$ cat src/rtl/projectile_ctl_if.sv
// Bundle between the weapon-positioning stage, the archer projectile controller
// and its consumers (sprite renderer, boss damage logic).
interface projectile_ctl_if;
  logic        frame_tick;
  logic        fire;
  logic        archer_active;
  logic        flip_hor;
  logic [11:0] spawn_x;
  logic [11:0] spawn_y;
  logic [11:0] target_x;
  logic [11:0] target_y;
  logic        target_alive;
  logic        proj_active;
  logic [11:0] proj_x;
  logic [11:0] proj_y;
  logic        proj_flip;
  logic        hit;
  logic        ready;

  modport master (
    output frame_tick, fire, archer_active, flip_hor,
    output spawn_x, spawn_y, target_x, target_y, target_alive,
    input  proj_active, proj_x, proj_y, proj_flip, hit, ready
  );

  modport slave (
    input  frame_tick, fire, archer_active, flip_hor,
    input  spawn_x, spawn_y, target_x, target_y, target_alive,
    output proj_active, proj_x, proj_y, proj_flip, hit, ready
  );
endinterface

$ cat src/rtl/projectile_ctl.sv
// Archer projectile controller: launches one arrow per fire edge, advances it
// once per frame, ends the flight on hit / screen edge / range, then cools down.
module projectile_ctl #(
  parameter int SPEED           = 8,
  parameter int SCREEN_W        = 1024,
  parameter int MAX_RANGE       = 600,
  parameter int HIT_HALF_W      = 16,
  parameter int HIT_HALF_H      = 16,
  parameter int COOLDOWN_FRAMES = 20
) (
  input  logic              clk,
  input  logic              rst,
  projectile_ctl_if.slave   bus
);

  typedef enum logic [1:0] {
    IDLE     = 2'd0,
    FLY      = 2'd1,
    COOLDOWN = 2'd2
  } state_e;

  localparam logic [11:0] SPEED_12  = 12'(SPEED);
  localparam logic [12:0] SPEED_13  = 13'(SPEED);
  localparam logic [12:0] SCREEN_13 = 13'(SCREEN_W);
  localparam logic [11:0] RANGE_12  = 12'(MAX_RANGE);
  localparam logic [11:0] HALF_W_12 = 12'(HIT_HALF_W);
  localparam logic [11:0] HALF_H_12 = 12'(HIT_HALF_H);
  localparam logic [11:0] COOL_12   = 12'(COOLDOWN_FRAMES);

  function automatic logic [11:0] abs_diff(input logic [11:0] a, input logic [11:0] b);
    logic [11:0] r;
    if (a >= b) begin
      r = a - b;
    end else begin
      r = b - a;
    end
    return r;
  endfunction

  state_e      state_q, state_d;
  logic        fire_q, fire_d;
  logic [11:0] proj_x_q, proj_x_d;
  logic [11:0] proj_y_q, proj_y_d;
  logic        proj_flip_q, proj_flip_d;
  logic [11:0] dist_q, dist_d;
  logic [11:0] cool_q, cool_d;
  logic        hit_q, hit_d;
  logic        proj_active_q, proj_active_d;
  logic        ready_q, ready_d;

  logic        fire_rise;
  logic        hit_cond;
  logic        edge_cond;

  // Next-state, datapath and registered-output decode.
  always_comb begin
    state_d     = state_q;
    fire_d      = bus.fire;
    proj_x_d    = proj_x_q;
    proj_y_d    = proj_y_q;
    proj_flip_d = proj_flip_q;
    dist_d      = dist_q;
    cool_d      = cool_q;
    hit_d       = 1'b0;

    fire_rise = bus.fire & ~fire_q;
    hit_cond  = bus.target_alive
              && (abs_diff(proj_x_q, bus.target_x) < HALF_W_12)
              && (abs_diff(proj_y_q, bus.target_y) < HALF_H_12);
    // Widened so neither end of the screen can wrap the comparison.
    if (proj_flip_q) begin
      edge_cond = ({1'b0, proj_x_q} < SPEED_13);
    end else begin
      edge_cond = (({1'b0, proj_x_q} + SPEED_13) >= SCREEN_13);
    end

    case (state_q)
      IDLE: begin
        if (fire_rise && bus.archer_active) begin
          proj_x_d    = bus.spawn_x;
          proj_y_d    = bus.spawn_y;
          proj_flip_d = bus.flip_hor;
          dist_d      = 12'd0;
          state_d     = FLY;
        end else begin
          state_d = IDLE;
        end
      end
      FLY: begin
        if (bus.frame_tick) begin
          if (hit_cond) begin
            hit_d   = 1'b1;
            cool_d  = 12'd0;
            state_d = COOLDOWN;
          end else if (edge_cond || (dist_q >= RANGE_12)) begin
            cool_d  = 12'd0;
            state_d = COOLDOWN;
          end else begin
            if (proj_flip_q) begin
              proj_x_d = proj_x_q - SPEED_12;
            end else begin
              proj_x_d = proj_x_q + SPEED_12;
            end
            dist_d = dist_q + SPEED_12;
          end
        end else begin
          state_d = FLY;
        end
      end
      COOLDOWN: begin
        if (bus.frame_tick) begin
          if ((cool_q + 12'd1) >= COOL_12) begin
            cool_d  = 12'd0;
            state_d = IDLE;
          end else begin
            cool_d = cool_q + 12'd1;
          end
        end else begin
          state_d = COOLDOWN;
        end
      end
      default: begin
        cool_d  = 12'd0;
        state_d = IDLE;
      end
    endcase

    proj_active_d = (state_d == FLY);
    ready_d       = (state_d == IDLE);
  end

  // State and datapath registers with synchronous reset.
  always_ff @(posedge clk) begin
    if (rst) begin
      state_q       <= IDLE;
      fire_q        <= 1'b0;
      proj_x_q      <= 12'd0;
      proj_y_q      <= 12'd0;
      proj_flip_q   <= 1'b0;
      dist_q        <= 12'd0;
      cool_q        <= 12'd0;
      hit_q         <= 1'b0;
      proj_active_q <= 1'b0;
      ready_q       <= 1'b1;
    end else begin
      state_q       <= state_d;
      fire_q        <= fire_d;
      proj_x_q      <= proj_x_d;
      proj_y_q      <= proj_y_d;
      proj_flip_q   <= proj_flip_d;
      dist_q        <= dist_d;
      cool_q        <= cool_d;
      hit_q         <= hit_d;
      proj_active_q <= proj_active_d;
      ready_q       <= ready_d;
    end
  end

  assign bus.proj_active = proj_active_q;
  assign bus.proj_x      = proj_x_q;
  assign bus.proj_y      = proj_y_q;
  assign bus.proj_flip   = proj_flip_q;
  assign bus.hit         = hit_q;
  assign bus.ready       = ready_q;

endmodule

$ cat src/flat_wrapper.sv
// flat-port wrapper written by rule: the top's interface ports become plain ports
module projectile_ctl_flat 
#(
  parameter int SPEED           = 8,
  parameter int SCREEN_W        = 1024,
  parameter int MAX_RANGE       = 600,
  parameter int HIT_HALF_W      = 16,
  parameter int HIT_HALF_H      = 16,
  parameter int COOLDOWN_FRAMES = 20
)
  (clk, rst, bus_frame_tick, bus_fire, bus_archer_active, bus_flip_hor, bus_spawn_x, bus_spawn_y, bus_target_x, bus_target_y, bus_target_alive, bus_proj_active, bus_proj_x, bus_proj_y, bus_proj_flip, bus_hit, bus_ready);
  projectile_ctl_if bus_i ();
  input  logic clk;
  input  logic rst;
  input wire logic [$bits(bus_i.frame_tick)-1:0] bus_frame_tick;
  input wire logic [$bits(bus_i.fire)-1:0] bus_fire;
  input wire logic [$bits(bus_i.archer_active)-1:0] bus_archer_active;
  input wire logic [$bits(bus_i.flip_hor)-1:0] bus_flip_hor;
  input wire logic [$bits(bus_i.spawn_x)-1:0] bus_spawn_x;
  input wire logic [$bits(bus_i.spawn_y)-1:0] bus_spawn_y;
  input wire logic [$bits(bus_i.target_x)-1:0] bus_target_x;
  input wire logic [$bits(bus_i.target_y)-1:0] bus_target_y;
  input wire logic [$bits(bus_i.target_alive)-1:0] bus_target_alive;
  output wire logic [$bits(bus_i.proj_active)-1:0] bus_proj_active;
  output wire logic [$bits(bus_i.proj_x)-1:0] bus_proj_x;
  output wire logic [$bits(bus_i.proj_y)-1:0] bus_proj_y;
  output wire logic [$bits(bus_i.proj_flip)-1:0] bus_proj_flip;
  output wire logic [$bits(bus_i.hit)-1:0] bus_hit;
  output wire logic [$bits(bus_i.ready)-1:0] bus_ready;
  assign bus_i.frame_tick = bus_frame_tick;
  assign bus_i.fire = bus_fire;
  assign bus_i.archer_active = bus_archer_active;
  assign bus_i.flip_hor = bus_flip_hor;
  assign bus_i.spawn_x = bus_spawn_x;
  assign bus_i.spawn_y = bus_spawn_y;
  assign bus_i.target_x = bus_target_x;
  assign bus_i.target_y = bus_target_y;
  assign bus_i.target_alive = bus_target_alive;
  assign bus_proj_active = bus_i.proj_active;
  assign bus_proj_x = bus_i.proj_x;
  assign bus_proj_y = bus_i.proj_y;
  assign bus_proj_flip = bus_i.proj_flip;
  assign bus_hit = bus_i.hit;
  assign bus_ready = bus_i.ready;
  projectile_ctl #(.SPEED(SPEED), .SCREEN_W(SCREEN_W), .MAX_RANGE(MAX_RANGE), .HIT_HALF_W(HIT_HALF_W), .HIT_HALF_H(HIT_HALF_H), .COOLDOWN_FRAMES(COOLDOWN_FRAMES)) u_core (.clk(clk), .rst(rst), .bus(bus_i));
endmodule
$ cat config.mk
export PLATFORM = sky130hd
export DESIGN_NAME = projectile_ctl_flat
export DESIGN_NICKNAME = d
export VERILOG_FILES = /design/src/rtl/projectile_ctl_if.sv /design/src/rtl/projectile_ctl.sv /design/src/flat_wrapper.sv
export SDC_FILE = /design/constraint.sdc
export NUM_CORES = 1
export LEC_CHECK = 0
export ABC_AREA = 0
export BUFFER_PORTS_ARGS = -buffer_cell sky130_fd_sc_hd__buf_2
export CAP_MARGIN = 30
export CORE_MARGIN = 10
export CORE_UTILIZATION = 60
export CTS_CLUSTER_SIZE = 20
export DETAILED_ROUTE_END_ITERATION = 10
export PLACE_DENSITY = 0.81
export SYNTH_ARGS = -nofsm -noshare
export SYNTH_HDL_FRONTEND = slang
export SYNTH_SLANG_ARGS = --single-unit
$ cat constraint.sdc
create_clock -name clk -period 10.6 [get_ports clk]
set_input_delay 2.12 -clock clk [delete_from_list [all_inputs] [get_ports clk]]
set_output_delay 2.12 -clock clk [all_outputs]
set_load 0.005 [all_outputs]
==> results of run 1 <==
==> through the flow <==
stage / hold WS [ns] / cells / worst slack, ns / util [%] / power, W
5_1_grt: 0.4974 / 832 / 4.665 / 69.48 / 0.0006134
4_1_cts: 0.4716 / 832 / 5.096 / 69.48 / 0.0005790
3_5_place_dp: 0.4439 / 824 / 4.771 / 67.94 / 0.0004309
3_3_place_gp: 0.4386 / 823 / 4.524 / 67.84 / 0.0004261
6_report: 0.4708 / 832 / 4.931 / 69.48 / 0.0005824
2_1_floorplan: 0.4251 / 669 / 5.650 / - / 0.0003710
==> how the worst min path moves through the flow <==
| stage | to | slack (ns) | cells after the start |
|---|---|---|---|
| after floorplan | u_core.dist_q[11] | 0.43 | 1 |
| after global placement | u_core.dist_q[10] | 0.44 | 1 |
| after detailed placement | u_core.dist_q[10] | 0.44 | 1 |
| after CTS | u_core.dist_q[10] | 0.47 | 1 |
| after global routing | u_core.dist_q[9] | 0.50 | 1 |
| final | u_core.dist_q[10] | 0.47 | 1 |
==> area by class of cell <==
cell class | instances | share of cell area (%)
inverters | 55 | 3.786
clock inverters | 2 | 0.7113
well taps | 102 | 2.341
flip-flops and latches | 52 | 19.09
clock buffers | 6 | 1.514
multi-input cells | 532 | 64.89
repair buffers | 83 | 7.664
==> routing by layer <==
layer | routed length (µm) | global-route usage [%] | share of wire, % | vias up
li1 | - | - | - | 2567
met1 | 6422 | 29.32 | 44 | 2494
met2 | 6764 | 36.11 | 47 | 214
met3 | 1088 | 3.674 | 7.5 | 15
met4 | 162 | 4.231 | 1.1 | 0
met5 | 0 | 0 | 0 | -
==> state kept, by name, summed over array words and instances, names as in the netlist <==
name,count
u_core.bus.proj_flip,1
u_core.bus.hit,1
u_core.bus.proj_y,12
u_core.fire_q,1
u_core.bus.proj_x,12
u_core.bus.proj_active,1
u_core.state_q,2
u_core.bus.ready,1
u_core.cool_q,12
u_core.dist_q,9
==> synthesized netlist by cell type (5+ instances only) <==
| library cell | instances |
|---|---|
| nand2_1 | 84 |
| a21oi_1 | 67 |
| inv_1 | 55 |
| dfxtp_1 | 52 |
| ha_1 | 51 |
| nor2_1 | 36 |
| o21ai_0 | 33 |
| nor3_1 | 21 |
| clkbuf_1 | 18 |
| or3_1 | 15 |
| nand3_1 | 13 |
| nor3b_1 | 13 |
| a31oi_1 | 11 |
| buf_2 | 10 |
| o211ai_1 | 10 |
| o21a_1 | 10 |
| nor2b_1 | 9 |
| mux2i_1 | 8 |
| a21o_1 | 7 |
| and2_1 | 7 |
| and3_1 | 7 |
| and4_1 | 7 |
| nor4_1 | 7 |
| nand4_1 | 6 |
| a211o_1 | 5 |
| nand2b_1 | 5 |
| o311ai_0 | 5 |
| o31ai_1 | 5 |
| or2_2 | 5 |
| or4_1 | 5 |
| xnor2_1 | 5 |
==> power by group through the flow <==
stage               combinational (W)  clock [W]  sequential [W]
finish                       0.000215   0.000150        0.000217
global route                 0.000238   0.000157        0.000219
CTS                          0.000211   0.000151        0.000217
detailed placement           0.000210          0        0.000221
global placement             0.000206          0        0.000221
floorplan                    0.000153          0        0.000218
==> kinds of logic (layout without fill, tap and decap cells) <==
family | Yosys count | after routing
mux | 11 | 11
xor+xnor | 7 | 7
compound gates | 210 | 210
simple gates | 253 | 253
buf+inv | 85 | 146
flops | 52 | 52
fa+ha+maj | 51 | 51
==> run_results.csv, run 1 <==
group,metric,value,unit
critical_path,worst-setup-path-type,"input pin to flip-flop",
min_path,min_path_type,"flip-flop to flip-flop",
placement,gp_congestion,0.9641,
yosys,syn_area,4915,µm²
cells_and_area,fillers,742,
global_routing,grt_pass1_vias,4816,
yosys,synth-seq-cells,52,
floorplanning,dieArea,12210,µm²
critical_path,r2r-end,"u_core.bus.proj_x[9]",
cells_and_area,layout_common_cells,"nand2_1, buf_2, a21oi_1",
cells_and_area,final_common_cell,"nand2_1",
yosys,synth-simple-area-share,26.65,%
route,vias,5290,
global_routing,grt_overflow,0,
min_path,hold_start,"u_core.dist_q[10]",
clock_tree,cts_tree,"done",
yosys,synthTopCellsByArea,"dfxtp_1, ha_1, a21oi_1, nand2_1, inv_1",
cells_and_area,nNetsFinal,835,
critical_path,crit_arrival,5.86,ns
yosys,synth_compound_area_share,28.79,%
clock_tree,cts-root-buf,"clkbuf_8",
critical_path,path_depth,13,
cells_and_area,drive_gt1_share,15.48,%
yosys,ys_seq_area_share,21.18,%
sta,timing.final.crit_share,53.48,%
yosys,ys.warnings.count,0,
global_routing,gr-usage-all-layers,21.93,%
floorplanning,die_h,110.5,µm
critical_path,critical-path-max-stage-delay,0.78,ns
run_status,status,"complete, no violations",
global_routing,grt_max_degree,50,
clock_tree,clockBufferDepth,2,
run,maxCapViolCount,0,
cells_and_area,ff_latch_area,1041,µm²
yosys,yosysTopAreaCell,"dfxtp_1",
cells_and_area,fin_area,5453,µm²
clock_tree,cts_max_level,2,
route,ant_nets,0,
critical_path,cp_num_buf_inv,2,
route,drtIter0Drc,394,
critical_path,crit_path_start,"bus_target_y[9]",
placement,io_buffer_count,82,
yosys,yosys.area_share.adder,12.98,%
cells_and_area,n_antenna_cell,0,
pwr,p_leak,2.372,nW
critical_path,endpoint,"u_core.bus.proj_x[9]",
route,detail_route.wl_per_cell,17.35,µm
sta,tightest_slew,0.8984,ns
critical_path,r2r_cells,13,
pwr,p_clk_share,25.8,%
critical_path,cp_top_family,"compound AO/OA/AOI/OAI gates",
cells_and_area,multi_input_area,3538,µm²
critical_path,crit_required,10.79,ns
pwr,power.switching,0.0002173,W
yosys,synthCells,669,
global_routing,antenna_found_initial,0,
sta,hold_viol,0,
sta,skew,0.01949,ns
sta,fmax,176.4,MHz
critical_path,start_kind,"input pin",
clock_tree,clkSinkCount,52,
sta,relSlewSlack,40.11,%
pwr,swShare,37.32,%
clock_tree,clkLatencyLatePin,0.32,ns
sta,maxSlewViolCount,0,
route,routed_via_density,6.358,
global_routing,grt_pass1_wl,23570,µm
yosys,ys.flop_type,"dfxtp_1",
pwr,seqPwrFrac,37.3,%
yosys,synthDominantCellAreaShare,21.18,%
route,drtPass1Iterations,5,
clock_tree,cts.clk_slew.worst_paths,0.10,ns
yosys,ys_types,74,
pwr,intPower,0.0003651,W
floorplanning,dieWidth,110.5,µm
critical_path,cpMaxStageDelayCell,"a2111oi_0",
critical_path,worst-path-max-fanout,15,
critical_path,r2r_slack,6.37,ns
yosys,synthMuxAreaShare,2.317,%
critical_path,end_kind,"flip-flop",
floorplanning,core,7848,µm²
yosys,synth_edf_count,0,
pwr,powerDensity,106.8,nW/µm²
floorplanning,io-pin-count,83,
cells_and_area,areaGrowthSynthToFinish,10.95,%
placement,dp_hpwl,11340,µm
sta,grt_setup_unrepaired,"false",
yosys,synth_top_family_by_area,"compound AO/OA/AOI/OAI gates",
yosys,synth_fp_nets,775,
critical_path,crit-reg2reg-launch,"u_core.bus.proj_y[9]",
floorplanning,rows,32,
sta,layout_min_cycle_time,5.669,ns
sta,setup_viol,0,
clock_tree,cts_buffers,5,
critical_path,cp_common_cell,"o21ai_0",
yosys,avgSynthCellArea,7.346,µm²
sta,fin_tns_setup,0,ns
floorplanning,start_util,62.63,%
clock_tree,cts_resized,0,
yosys,synth_xor_area_share,1.247,%
route,routed_wl,14440,µm
clock_tree,hold_buffers,0,
route,route.detailed.drc,0,
critical_path,worstPathCellList,"buf_2 > ha_1 > a211o_1 > a21oi_1 > o21ai_0 > nor4_1 > nor3_1 > a2111oi_0 > nand4b_1 > o21ai_1 > buf_4 > or2_2 > o21ai_0",
clock_tree,post_cts_buffers,0,
yosys,synthArstFlopShare,0,%
placement,placed_area,5331,µm²
pwr,combinationalPowerShare,36.9,%
pwr,ir_drop,0.09271,mV
Power figures use the tool's default switching activity.
==> inputs of run 2 (changes only) <==
Settings changed: ABC_AREA 0 to 1, CORE_UTILIZATION 60 to 59, PLACE_DENSITY 0.81 to 0.79.
Clock period 10.6 ns to 5.6 ns, I/O delays scaled along.
==> run 2 against run 1 <==
Net effect:
- via count grew 12%
- setup slack lost 2.9 ns
- cell count grew 37%
- clock-buffer cell count shrank 1
- clock skew shrank 0.011 ns
- sequential power grew 100%
- routed wire length grew 4.0%
- combinational power grew to 3.1 times the previous value
- power grew 140%
- critical path type unchanged
- highest routed layer unchanged
==> run_results.csv, run 2 <==
group,metric,value,unit
placement,gp_congestion,0.9831,
min_path,min_delay_worst_endpoint,"u_core.cool_q[9]",
sta,skew,0.008030,ns
cells_and_area,nNetsFinal,1132,
sta,setup_viol,0,
global_routing,gr-usage-all-layers,22.08,%
route,drtPass1Iterations,5,
critical_path,crit-reg2reg-launch,"u_core.bus.proj_x[3]",
clock_tree,cts_tree,"done",
floorplanning,dieArea,13650,µm²
sta,timing.final.crit_share,63.67,%
critical_path,end_kind,"flip-flop",
run_status,status,"complete, no violations",
global_routing,grt_pass1_wl,24860,µm
pwr,ir_drop,0.1508,mV
floorplanning,core,9196,µm²
clock_tree,cts.clk_slew.worst_paths,0.11,ns
sta,fmax,280.4,MHz
cells_and_area,final_common_cell,"nand2_1",
yosys,synthCells,954,
floorplanning,io-pin-count,83,
yosys,yosysTopAreaCell,"nand2_1",
floorplanning,rows,35,
clock_tree,cts-root-buf,"clkbuf_8",
critical_path,r2r-end,"u_core.cool_q[10]",
floorplanning,die_h,116.8,µm
cells_and_area,layout_common_cells,"nand2_1, inv_1, nor2_1",
yosys,synth.most_common_cell,"nand2_1",
sta,relSlewSlack,41.62,%
yosys,avgSynthCellArea,5.800,µm²
yosys,ys.flop_type,"dfxtp_1",
critical_path,r2r_slack,2.28,ns
cells_and_area,postLayoutCoreUtil,66.39,%
run,maxCapViolCount,0,
yosys,syn_area,5533,µm²
placement,dp_hpwl,12290,µm
global_routing,grt_overflow,0,
cells_and_area,areaGrowthSynthToFinish,10.36,%
min_path,hold_depth,2,
clock_tree,cts_buffers,5,
clock_tree,clockBufferDepth,2,
critical_path,worst-setup-path-type,"input pin to flip-flop",
clock_tree,clkLatencyLatePin,0.32,ns
yosys,ys.warnings.count,0,
yosys,synthDominantCellAreaShare,21.37,%
floorplanning,start_util,60.16,%
sta,fin_tns_setup,0,ns
route,routed_via_density,5.196,
sta,maxSlewViolCount,0,
sta,layout_min_cycle_time,3.566,ns
placement,io_buffer_count,82,
yosys,synth_common_cells,"nand2_1, inv_1, nor2_1",
route,ant_nets,0,
cells_and_area,drive_gt1_share,13.44,%
floorplanning,dieWidth,116.8,µm
sta,hold_viol,0,
critical_path,crit_required,5.82,ns
critical_path,r2r_cells,18,
route,routed_wl,15020,µm
yosys,synthArstFlopShare,0,%
sta,tightest_slew,0.8757,ns
min_path,min_path_type,"flip-flop to flip-flop",
min_path,hold_start,"u_core.cool_q[9]",
global_routing,grt_pass1_vias,5354,
yosys,ys_seq_area_share,18.82,%
pwr,powerDensity,228.7,nW/µm²
clock_tree,cts_max_level,2,
yosys,ys_types,44,
cells_and_area,n_antenna_cell,0,
route,vias,5913,
yosys,synth_fp_nets,1060,
critical_path,crit_arrival,3.78,ns
yosys,synth_edf_count,0,
clock_tree,hold_buffers,0,
critical_path,worst-path-max-fanout,12,
critical_path,start_kind,"input pin",
route,route.detailed.drc,0,
route,detail_route.wl_per_cell,13.19,µm
yosys,synthTopCellsByArea,"nand2_1, dfxtp_1, ha_1, inv_1, nand3_1",
clock_tree,clkSinkCount,52,
global_routing,antenna_found_initial,0,
clock_tree,post_cts_buffers,0,
pwr,p_leak,3.393,nW
route,drtIter0Drc,348,
sta,grt_setup_unrepaired,"false",
yosys,synth-seq-cells,52,
global_routing,grt_max_degree,34,
clock_tree,cts_resized,0,
run 2: cell types whose count changed in the layout (fill, tap and decap cells not counted), sizes merged, moves of 10 or more:
cell and change:
a31oi -12, inv +97, nand2 +244, nand3 +63
nor2 +73, nor3b -12, o211ai -10, or3 -15
xor2 +12
run 2: cells by family after synthesis:
group	Yosys count	synth area share (%)
muxes	1	0.1809
AOI/OAI and AO/OA	109	11.22
buffers and inverters	170	12.30
xor gates and xnor gates	18	2.849
DFF	52	18.82
and+or+nand+nor	553	43.10
adders and majority gates	51	11.53
run 2: per-stage QoR:
stage	hold slack (ns)	setup slack [ns]	total power, W	cells	cell area (µm²)
final	0.4573	2.034	0.001396	1138	6106
after global placement	0.4261	1.725	0.001097	1130	5987
after CTS	0.4563	2.079	0.001395	1138	6106
after global routing	0.4844	1.707	0.001516	1138	6106
after floorplan	0.4175	2.301	0.0009402	954	5533
after detailed placement	0.4375	1.732	0.001103	1130	5987
run 2: layout make-up:
cell class	instances	area, µm²
flip-flops and latches	52	1041
multi-input cells	732	3811
fillers	934	3090
clock inverters	3	50.05
clock buffers	5	68.82
well taps	111	138.9
inverters	150	563.0
repair buffers	85	432.9
run 2: worst max-delay path: stages:
cell and delay, ns:
buf_2 0.11, ha_1 0.45, nand2_1 0.13, inv_2 0.10, nand2_2 0.08, nor3_4 0.15, nand2_4 0.11, nand2_4 0.15
nand2_1 0.10, nand3b_1 0.13, nand2_1 0.06, nor2_1 0.09, nand2_1 0.07, nor2_1 0.09, nand2_1 0.10, nand2_1 0.31
nand2_1 0.26, nand2_1 0.12, nor2_1 0.04
run 2: power by group:
part           total (W)  leakage (nW)  switching, W  internal, W
registers       0.000435         0.424     0.0000378     0.000397
clock network   0.000290        0.0607      0.000151     0.000138
logic           0.000672          2.91      0.000432     0.000239
run 2: worst max path at each step:
stage                    startpoint              endpoint  slack [ns]  depth (start not counted)
floorplan           bus_target_y[5]  u_core.bus.proj_x[9]        2.30                         22
global placement    bus_target_y[5]      u_core.cool_q[6]        1.72                         19
detailed placement  bus_target_y[5]     u_core.cool_q[10]        1.73                         19
CTS                 bus_target_y[5]     u_core.cool_q[10]        2.08                         19
global route        bus_target_y[5]      u_core.cool_q[9]        1.71                         20
finish              bus_target_y[5]     u_core.cool_q[10]        2.03                         19
run 2: metal layers:
| metal | wire, µm | GRT usage (%) |
|---|---|---|
| met5 | 0 | 0 |
| met4 | 178 | 4.613 |
| met3 | 900 | 3.517 |
| met2 | 6555 | 33.86 |
| met1 | 7381 | 31.75 |
